<file path="config.mk">
export PLATFORM = sky130hd
export DESIGN_NAME = logic_unit_sequencer
export DESIGN_NICKNAME = d
export VERILOG_FILES = /design/src/rtl/lu_pkg.sv /design/src/rtl/lu_latency_lut.sv /design/src/rtl/logic_unit_sequencer.sv
export SDC_FILE = /design/constraint.sdc
export NUM_CORES = 1
export LEC_CHECK = 0
export BUFFER_PORTS_ARGS = -buffer_cell sky130_fd_sc_hd__buf_2
export CORE_MARGIN = 5
export CORE_UTILIZATION = 43
export CTS_CLUSTER_SIZE = 16
export DETAILED_ROUTE_END_ITERATION = 16
export PLACE_DENSITY = 0.76
export SYNTH_ARGS = -nofsm -noshare
export SYNTH_HDL_FRONTEND = slang
export SYNTH_SLANG_ARGS = --single-unit
export TNS_END_PERCENT = 1
</file>
<file path="constraint.sdc">
create_clock -name clk -period 2.1 [get_ports clk]
set_input_delay 0.21 -clock clk [delete_from_list [all_inputs] [get_ports clk]]
set_output_delay 0.21 -clock clk [all_outputs]
set_load 0.01 [all_outputs]
</file>
<file path="src/rtl/lu_pkg.sv">
// Shared types and constants for the logic-unit sequencer: ALUOp encoding, op classes, FSM states.
package lu_pkg;

    localparam int unsigned OP_W   = 4;
    localparam int unsigned DATA_W = 32;
    localparam int unsigned CNT_W  = 8;

    localparam logic [OP_W-1:0] OP_NOP  = 4'h0;
    localparam logic [OP_W-1:0] OP_ADD  = 4'h1;
    localparam logic [OP_W-1:0] OP_SUB  = 4'h2;
    localparam logic [OP_W-1:0] OP_AND  = 4'h3;
    localparam logic [OP_W-1:0] OP_SLT  = 4'h4;
    localparam logic [OP_W-1:0] OP_SLL  = 4'h5;
    localparam logic [OP_W-1:0] OP_SRL  = 4'h6;
    localparam logic [OP_W-1:0] OP_SRA  = 4'h7;
    localparam logic [OP_W-1:0] OP_SLLV = 4'h8;
    localparam logic [OP_W-1:0] OP_SRLV = 4'h9;
    localparam logic [OP_W-1:0] OP_SRAV = 4'hA;
    localparam logic [OP_W-1:0] OP_BEQ  = 4'hB;
    localparam logic [OP_W-1:0] OP_BNE  = 4'hC;
    localparam logic [OP_W-1:0] OP_BLE  = 4'hD;
    localparam logic [OP_W-1:0] OP_BGT  = 4'hE;
    localparam logic [OP_W-1:0] OP_INC  = 4'hF;

    typedef enum logic [1:0] {
        CLS_NOP    = 2'd0,
        CLS_ALU    = 2'd1,
        CLS_SHIFT  = 2'd2,
        CLS_BRANCH = 2'd3
    } op_class_e;

    typedef enum logic [1:0] {
        ST_IDLE    = 2'd0,
        ST_EXEC    = 2'd1,
        ST_CAPTURE = 2'd2
    } state_e;

    typedef struct packed {
        op_class_e          cls;
        logic [CNT_W-1:0]   lat;
        logic               wb;
    } lut_info_t;

    function automatic op_class_e op_class(input logic [OP_W-1:0] op);
        op_class_e cls;
        cls = CLS_NOP;
        if (op == OP_ADD || op == OP_SUB || op == OP_AND || op == OP_SLT || op == OP_INC)
            cls = CLS_ALU;
        else if (op >= OP_SLL && op <= OP_SRAV)
            cls = CLS_SHIFT;
        else if (op >= OP_BEQ && op <= OP_BGT)
            cls = CLS_BRANCH;
        return cls;
    endfunction

endpackage

</file>
<file path="src/rtl/lu_latency_lut.sv">
// Combinational op decode: class, ALUOp hold latency and write-back flag for each op code.
module lu_latency_lut
    import lu_pkg::*;
#(
    parameter int unsigned ALU_LAT   = 1,
    parameter int unsigned SHIFT_LAT = 3,
    parameter int unsigned BR_LAT    = 1
) (
    input  logic [OP_W-1:0] i_op,
    output lut_info_t       o_info_c
);

    always_comb begin
        o_info_c     = '{cls: CLS_NOP, lat: CNT_W'(1), wb: 1'b0};
        o_info_c.cls = op_class(i_op);
        case (o_info_c.cls)
            CLS_ALU: begin
                o_info_c.lat = CNT_W'(ALU_LAT);
                o_info_c.wb  = 1'b1;
            end
            CLS_SHIFT: begin
                o_info_c.lat = CNT_W'(SHIFT_LAT);
                o_info_c.wb  = 1'b1;
            end
            CLS_BRANCH: begin
                o_info_c.lat = CNT_W'(BR_LAT);
                o_info_c.wb  = 1'b0;
            end
            default: begin
                o_info_c.lat = CNT_W'(1);
                o_info_c.wb  = 1'b0;
            end
        endcase
    end

endmodule

</file>
<file path="src/rtl/logic_unit_sequencer.sv">
// Holds ALUOp for each op's latency, captures logic-unit result/flags and pulses done.
// Optional feature macro OVF_TRAP_EN: ADD/SUB overflow sets sticky exc_ovf and suppresses write-back.
module logic_unit_sequencer
    import lu_pkg::*;
#(
    parameter int unsigned ALU_LAT   = 1,
    parameter int unsigned SHIFT_LAT = 3,
    parameter int unsigned BR_LAT    = 1
) (
    input  logic              clk,
    input  logic              reset,
    input  logic              req_valid,
    output logic              req_ready,
    input  logic [OP_W-1:0]   req_op,
    output logic [OP_W-1:0]   ALUOp,
    input  logic [DATA_W-1:0] lu_ALUOut,
    input  logic              lu_OVERFLOW,
    input  logic              lu_ZERO,
    input  logic              lu_Update_UC,
    output logic              done,
    output logic [DATA_W-1:0] result,
    output logic              res_we,
    output logic              zero_q,
    output logic              branch_taken,
    output logic              exc_ovf,
    input  logic              exc_clr
);

    state_e           r_state;
    logic [CNT_W-1:0] r_cnt;
    op_class_e        r_cls;
    logic             r_wb;
    lut_info_t        w_info;
    logic             w_ovf_trap;

    lu_latency_lut #(
        .ALU_LAT   (ALU_LAT),
        .SHIFT_LAT (SHIFT_LAT),
        .BR_LAT    (BR_LAT)
    ) u_lut (
        .i_op     (req_op),
        .o_info_c (w_info)
    );

`ifdef OVF_TRAP_EN
    // ALUOp still holds the op during CAPTURE, so it identifies ADD/SUB there.
    assign w_ovf_trap = (ALUOp == OP_ADD || ALUOp == OP_SUB) && lu_OVERFLOW;

    // Sticky exception; a new overflow wins over a simultaneous clear.
    always_ff @(posedge clk or posedge reset) begin
        if (reset)
            exc_ovf <= 1'b0;
        else if (r_state == ST_CAPTURE && w_ovf_trap)
            exc_ovf <= 1'b1;
        else if (exc_clr)
            exc_ovf <= 1'b0;
    end
`else
    logic w_cfg_unused;
    assign w_cfg_unused = lu_OVERFLOW | exc_clr;
    assign w_ovf_trap   = 1'b0;
    assign exc_ovf      = 1'b0;
`endif

    always_ff @(posedge clk or posedge reset) begin
        if (reset) begin
            r_state      <= ST_IDLE;
            r_cnt        <= '0;
            r_cls        <= CLS_NOP;
            r_wb         <= 1'b0;
            ALUOp        <= OP_NOP;
            req_ready    <= 1'b1;
            done         <= 1'b0;
            res_we       <= 1'b0;
            result       <= '0;
            zero_q       <= 1'b0;
            branch_taken <= 1'b0;
        end else begin
            done   <= 1'b0;
            res_we <= 1'b0;
            case (r_state)
                ST_IDLE: begin
                    if (req_valid) begin
                        if (w_info.cls == CLS_NOP) begin
                            // NOP completes without touching the logic unit.
                            done         <= 1'b1;
                            branch_taken <= 1'b0;
                        end else begin
                            ALUOp     <= req_op;
                            r_cnt     <= w_info.lat - CNT_W'(1);
                            r_cls     <= w_info.cls;
                            r_wb      <= w_info.wb;
                            req_ready <= 1'b0;
                            r_state   <= ST_EXEC;
                        end
                    end
                end
                ST_EXEC: begin
                    if (r_cnt == '0)
                        r_state <= ST_CAPTURE;
                    else
                        r_cnt <= r_cnt - CNT_W'(1);
                end
                ST_CAPTURE: begin
                    result       <= lu_ALUOut;
                    zero_q       <= lu_ZERO;
                    branch_taken <= (r_cls == CLS_BRANCH) ? lu_Update_UC : 1'b0;
                    res_we       <= r_wb & ~w_ovf_trap;
                    done         <= 1'b1;
                    ALUOp        <= OP_NOP;
                    req_ready    <= 1'b1;
                    r_state      <= ST_IDLE;
                end
                default: begin
                    r_state   <= ST_IDLE;
                    ALUOp     <= OP_NOP;
                    req_ready <= 1'b1;
                end
            endcase
        end
    end

endmodule
</file>
==> metrics.md, run 1 <==
| Metric | Value |
|---|---|
| Outcome | `finished, final reports clean` |
| Critical path, cell by cell | `buf_2 -> nor2_1 -> nor2b_1 -> o22ai_1 -> inv_1 -> ha_1 -> mux2i_1 -> ha_1 -> nand4bb_1 -> a2111oi_2 -> a21oi_1 -> nand2_1` |
| Cts repair resizes | `0` |
| Slowest-stage cell, CP | `a2111oi_2` |
| Pre-antenna DRT Iters | `4` |
| Final Hold Vio Count | `0` |
| Horiz. Die Dim | `83.2 um` |
| Die ar. | `6930 um^2` |
| DRC errors left | `0` |
| Async S/R FF share, synth | `1.00` |
| Psw | `1480 uW` |
| DPL Wire Length | `3700 um` |
| Synthesized area per cell | `12.6 um^2` |
| Worst Setup Start Kind | `primary input` |
| Reg power frac | `0.422` |
| Sequential area share after synthesis | `0.587` |
| Synth Instances | `183` |
| CP endpoint kind | `flip-flop` |
| Total global-route track usage | `0.144` |
| N_diodes | `0` |
| WL final | `4860 um` |
| Worst R2R Start | `r_state[1]` |
| Synth Cell Area | `2310 um^2` |
| IO Count | `85` |
| First-pass GRT wire length | `8360 um` |
| Vias in the first global route | `1764` |
| Final cycle utilization of the critical path | `0.859` |
| Met2 WL | `2170 um` |
| Syn Nets | `229` |
| Seq cells post-synth | `54` |
| WP data required | `2.34 ns` |
| Reg2Reg Depth | `7` |
| Total of max-cap violations | `0` |
| Slew headroom | `0.488` |
| GPL Wtd Cong | `0.840` |
| Total global routing overflow | `0` |
| Max-slew violations | `0` |
| Worst Path Max Fanout | `4` |
| Final Setup Violations | `0` |
| Worst skew pair latency | `0.30 ns` |
| CTS Hold Bufs | `0` |
| Flop2flop setup slack | `0.37 ns` |
| Top routing layer in use | `met4` |
| RR Endpoint | `r_cnt[6]` |
| Most common cell after layout, fill and taps aside | `buf_2` |
| Cts bufs inserted | `5` |
| Crit-path max cell delay | `0.37 ns` |
| Die Span Y | `83.2 um` |
| Delay-heaviest family, CP | `compound AO/OA/AOI/OAI gates` |
| Number of distinct library cells after synthesis | `42` |
| Slew @ Worst Pin | `0.767 ns` |
| Vias/cell | `5.04` |
| Combinational power share | `0.413` |
| Clk slew on worst S/H paths | `0.10 ns` |
| CTS tree | `built` |
| Post-CTS setup buffers | `0` |
| Worst path bufs/invs | `2` |
| Clk buf depth | `2` |
| CP dominant cell by count | `ha_1` |
| Number of flops mapped to enable cells by yosys | `0` |
| Core area | `5170 um^2` |
| Worst hold path class | `in2async` |
| Starting DRT DRC Count | `32` |
| Cell leakage power | `0.00139 uW` |
| M1 WL | `2230 um` |
| Maximum VDD drop | `0.516 mV` |
| Clock sinks | `54` |
| Ys Warns | `0` |
| Met3 routed WL | `405 um` |
| Synth Flop Type | `dfrtp_1` |
| Final min period | `1.80 ns` |
| WL/cell | `14.3 um` |
| Commonest non-fill, non-tap cells in the layout | `81 x buf_2, 53 x dfrtp_1, 33 x mux2_2, 15 x nand2_1` |
| Nets | `315` |
| Input/output buffers | `81` |
| Initial Util | `0.446` |
| Fmax | `554 MHz` |
| Critical path arrival | `2.05 ns` |
| DP Worst Slack | `-0.0434 ns` |
| Initial antenna violation count | `0` |
| Root buf cell | `clkbuf_8` |
| FP Rows | `26` |
| CTS H-tree lvls | `2` |
| Int Pwr | `2730 uW` |
| Tot Pwr | `4210 uW` |
| Skew final | `0.00815 ns` |
| PwrDens | `1440 nW/um^2` |
| Clock power share | `0.165` |
| Fraction of layout instances using a drive strength above 1 | `0.511` |
| Routed Antenna Nets | `0` |
| RSZ-0062 raised after global routing | `no` |
| Final critical-path setup slack | `0.295 ns` |
| Area delta synth->final | `27.0%` |
| Routed vias | `1714` |
| CP Class | `in2reg` |
| Pin count of the biggest net entering global routing | `37` |
| Net Sw Frac | `0.352` |
==> synth_stat cells (2+ instances only) <==
cell type | n | share of area
buf_4 | 2 | 0.0065
a21oi_1 | 7 | 0.015
nor2_1 | 9 | 0.015
o211ai_1 | 2 | 0.0065
mux2_2 | 33 | 0.16
nor3_1 | 5 | 0.011
buf_6 | 2 | 0.0098
ha_1 | 3 | 0.016
o21ai_0 | 9 | 0.020
inv_1 | 3 | 0.0049
nand3_1 | 5 | 0.011
dfrtp_1 | 53 | 0.58
o21ai_1 | 2 | 0.0043
nand2_1 | 15 | 0.024
buf_2 | 5 | 0.011
nor2b_1 | 2 | 0.0054
==> routing by layer <==
metal	track usage	vias up
met1	0.187	812
met5	0	-
met3	0.0535	5
li1	-	828
met2	0.229	69
met4	0.0357	0
==> layout make-up <==
type                       instances  area [um^2]
fill                             457         2240
sequential                        54         1350
multi-input combinational        117          882
timing repair buffer              88          483
tap                               70         87.6
clock buffer                       5         68.8
clock inverter                     3         43.8
inverter                           3         11.3
==> worst max path at each step <==
| stage | startpoint | to | slack (ns) | cells after the start |
|---|---|---|---|---|
| global route | req_op[0] | r_cnt[4] | 0.01 | 12 |
| detailed placement | req_op[0] | r_cnt[6] | -0.04 | 12 |
| finish | req_op[0] | r_cnt[6] | 0.30 | 12 |
| floorplan | req_op[0] | r_cnt[6] | 0.23 | 11 |
| global placement | req_op[0] | r_cnt[6] | 0.08 | 12 |
| CTS | req_op[0] | r_cnt[6] | 0.27 | 12 |
==> power groups by stage <==
stage / combinational (uW) / clock (uW) / sequential [uW]
2_1_floorplan: 891 / 0 / 1980
5_1_grt: 1920 / 748 / 1850
6_report: 1740 / 696 / 1780
3_5_place_dp: 1750 / 0 / 1800
3_3_place_gp: 1700 / 0 / 1780
4_1_cts: 1760 / 713 / 1780
==> metrics by stage <==
stage | TNS (ns) | hold slack (ns) | utilization | area (um^2) | std cells
3_3_place_gp | 0 | 0.385 | 0.545 | 2820 | 332
4_1_cts | 0 | 0.0584 | 0.566 | 2930 | 340
3_5_place_dp | -0.0434 | 0.395 | 0.545 | 2820 | 332
2_1_floorplan | 0 | 0.341 | - | 2310 | 183
6_report | 0 | 0.0359 | 0.566 | 2930 | 340
5_1_grt | 0 | 0.101 | 0.566 | 2930 | 340
==> cells by family (layout without fill, tap and decap cells) <==
group | Yosys count | after routing | synth area share
buffers and inverters | 12 | 99 | 0.0320
flip-flops | 54 | 54 | 0.587
multiplexers | 34 | 34 | 0.165
AND/OR/NAND/NOR | 48 | 48 | 0.111
adder cells (fa/ha/maj) | 3 | 3 | 0.0163
other | 1 | 1 | 0.00163
AO/OA/AOI/OAI | 31 | 31 | 0.0874
==> sequential cells by signal, summed over array words and instances, names as in the netlist, 2 cells and up <==
name     flops
r_cnt        8
r_state      2
result      32
ALUOp        4
r_cls        2
Power figures use the tool's default switching activity.
==> run 2: changes to the inputs <==
Settings changed: CORE_ASPECT_RATIO from default to 1.75.
==> run 2 against run 1 <==
Effect of this change:
- global-route usage fell by 0.61 points
- total power down 4.1%
- critical path type is now reg2reg
- clock power is 20% lower
- largest cell class unchanged
==> metrics.md, run 2 (synthesis gave the netlist of run 1 again) <==
| Metric | Value |
|---|---|
| WL final | `4690 um (-3.3%)` |
| Delay-heaviest family, CP | `simple AND/OR/NAND/NOR gates` |
| Slowest-stage cell, CP | `dfrtp_1` |
| CTS tree | `built` |
| Fmax | `576 MHz (+4.0%)` |
| Worst Path Max Fanout | `6 (+2)` |
| DRC errors left | `0 (unchanged)` |
| N_diodes | `0 (unchanged)` |
| CTS H-tree lvls | `2 (unchanged)` |
| Final min period | `1.74 ns (-0.0691 ns)` |
| Max-slew violations | `0 (unchanged)` |
| Total global routing overflow | `0 (unchanged)` |
| WL/cell | `14.3 um (+0.22%)` |
| CP endpoint kind | `flip-flop` |
| Final cycle utilization of the critical path | `0.827 (-0.0329)` |
| Worst Setup Start Kind | `flip-flop` |
| Starting DRT DRC Count | `59 (+84%)` |
| Final core occ | `0.549 (-0.0170)` |
| Skew final | `0.00423 ns (-0.00392 ns)` |
| DPL Wire Length | `3720 um (+0.76%)` |
| Root buf cell | `clkbuf_8` |
| Input/output buffers | `81 (unchanged)` |
| Slew @ Worst Pin | `0.693 ns (-0.0738 ns)` |
| Cts repair resizes | `0 (unchanged)` |
| Total negative slack | `0 ns (unchanged)` |
| Critical path arrival | `1.98 ns (-0.07 ns)` |
| IO Count | `85 (unchanged)` |
| Final Hold Vio Count | `0 (unchanged)` |
| Slew headroom | `0.537 (+0.0493)` |
| Post-route cell area | `2890 um^2 (-1.5%)` |
| Initial Util | `0.439 (-0.00701)` |
| Placed Area | `2800 um^2 (-0.58%)` |
| Total global-route track usage | `0.138 (-0.00611)` |
| Worst path bufs/invs | `0 (-2)` |
| Vias/cell | `5.12 (+1.6%)` |
| Routed Antenna Nets | `0 (unchanged)` |
| Number of flip-flops in the largest register | `32 (unchanged)` |
| Vias in the first global route | `1674 (-5.1%)` |
| Clk buf depth | `2 (unchanged)` |
| WP data required | `2.34 ns (about the same)` |
| Routed vias | `1680 (-2.0%)` |
| Total of max-cap violations | `0 (unchanged)` |
| Nets | `318 (+0.95%)` |
| RSZ-0062 raised after global routing | `no` |
| Crit-path max cell delay | `0.40 ns (+0.03 ns)` |
| Cts bufs inserted | `5 (unchanged)` |
| Outcome | `finished, final reports clean` |
| FP Rows | `35 (+35%)` |
| Pin count of the biggest net entering global routing | `35 (-5.4%)` |
| Clock sinks | `54 (unchanged)` |
| Die Span Y | `107 um (+28%)` |
| Worst skew pair latency | `0.30 ns (about the same)` |
| Post-CTS setup buffers | `0 (unchanged)` |
| Initial antenna violation count | `0 (unchanged)` |
| Commonest non-fill, non-tap cells in the layout | `81 x buf_2, 53 x dfrtp_1, 33 x mux2_2, 15 x nand2_1, 10 x buf_4` |
| Worst hold path class | `in2async` |
| Tot Pwr | `4040 uW (-4.1%)` |
| Most common cell after layout, fill and taps aside | `buf_2` |
| Critical path, cell by cell | `nand2b_2 -> mux2i_1 -> ha_1 -> nand4bb_1 -> a2111oi_2 -> a21oi_1 -> nand2_1` |
| Biggest register | `result` |
| Cell leakage power | `0.00139 uW (-0.36%)` |
| Regs by FF count | `result x32, r_cnt x8, ALUOp x4` |
| First-pass GRT wire length | `7620 um (-8.9%)` |
| FILL cells | `451 (-1.3%)` |
| PwrDens | `1400 nW/um^2 (-2.7%)` |
| Maximum VDD drop | `0.665 mV (+29%)` |
| Horiz. Die Dim | `65.4 um (-21%)` |
| Pre-antenna DRT Iters | `4 (unchanged)` |
| Die ar. | `6980 um^2 (+0.83%)` |
| Core area | `5260 um^2 (+1.6%)` |
| Fraction of layout instances using a drive strength above 1 | `0.513 (+0.00171)` |
| Clk slew on worst S/H paths | `0.09 ns (about the same)` |
| Final Setup Violations | `0 (unchanged)` |
| CTS Hold Bufs | `0 (unchanged)` |
| CP Class | `reg2reg` |
| Area delta synth->final | `25.2%` |
| GPL Wtd Cong | `0.750 (-11%)` |
[run 2: report_power, final]
group | switching, uW | internal [uW] | total, uW | leakage [uW]
sequential | 252 | 1520 | 1780 | 0.000652
combinational | 861 | 842 | 1700 | 0.000691
clock | 321 | 236 | 557 | 0.0000452
total | 1430 | 2600 | 4040 | 0.00139
[run 2: final timing paths]
| path | from | to | slack [ns] | cells after the start |
|---|---|---|---|---|
| worst max-delay path | r_state[1] | r_cnt[6] | 0.36 | 7 |
| worst min-delay path | reset | r_cnt[5] | 0.004 | 2 |
| worst max register to register | r_state[1] | r_cnt[6] | 0.36 | 7 |
| worst min register to register | r_cnt[7] | r_state[1] | 0.46 | 1 |
| max in group asynchronous | reset | result[2] | 1.42 | 3 |
| min in group clk | lu_ALUOut[21] | result[21] | 0.13 | 2 |
[run 2: per-layer routing]
metal / vias up / GRT usage / part of all wire
li1: 830 / - / -
met1: 800 / 0.152 / 0.37
met2: 45 / 0.256 / 0.57
met3: 5 / 0.0283 / 0.046
met4: 0 / 0.0475 / 0.014
met5: - / 0 / 0
[run 2: final cells by class]
class,instances,area [um^2],share of cell area
Sequential cell,54,1350,0.469
Multi-Input combinational cell,117,887,0.307
Timing Repair Buffer,91,480,0.166
Clock buffer,6,72.6,0.0251
Tap cell,55,68.8,0.0238
Clock inverter,2,13.8,0.00477
Inverter,3,11.3,0.00390
[run 2: metrics by stage]
step / std cells / hold WS [ns] / worst slack (ns)
after floorplan: 183 / 0.341 / 0.230
after global placement: 320 / 0.362 / 0.110
after detailed placement: 320 / 0.366 / 0.0820
after CTS: 328 / 0.0303 / 0.351
after global routing: 328 / 0.0730 / 0.177
final: 328 / 0.00398 / 0.364
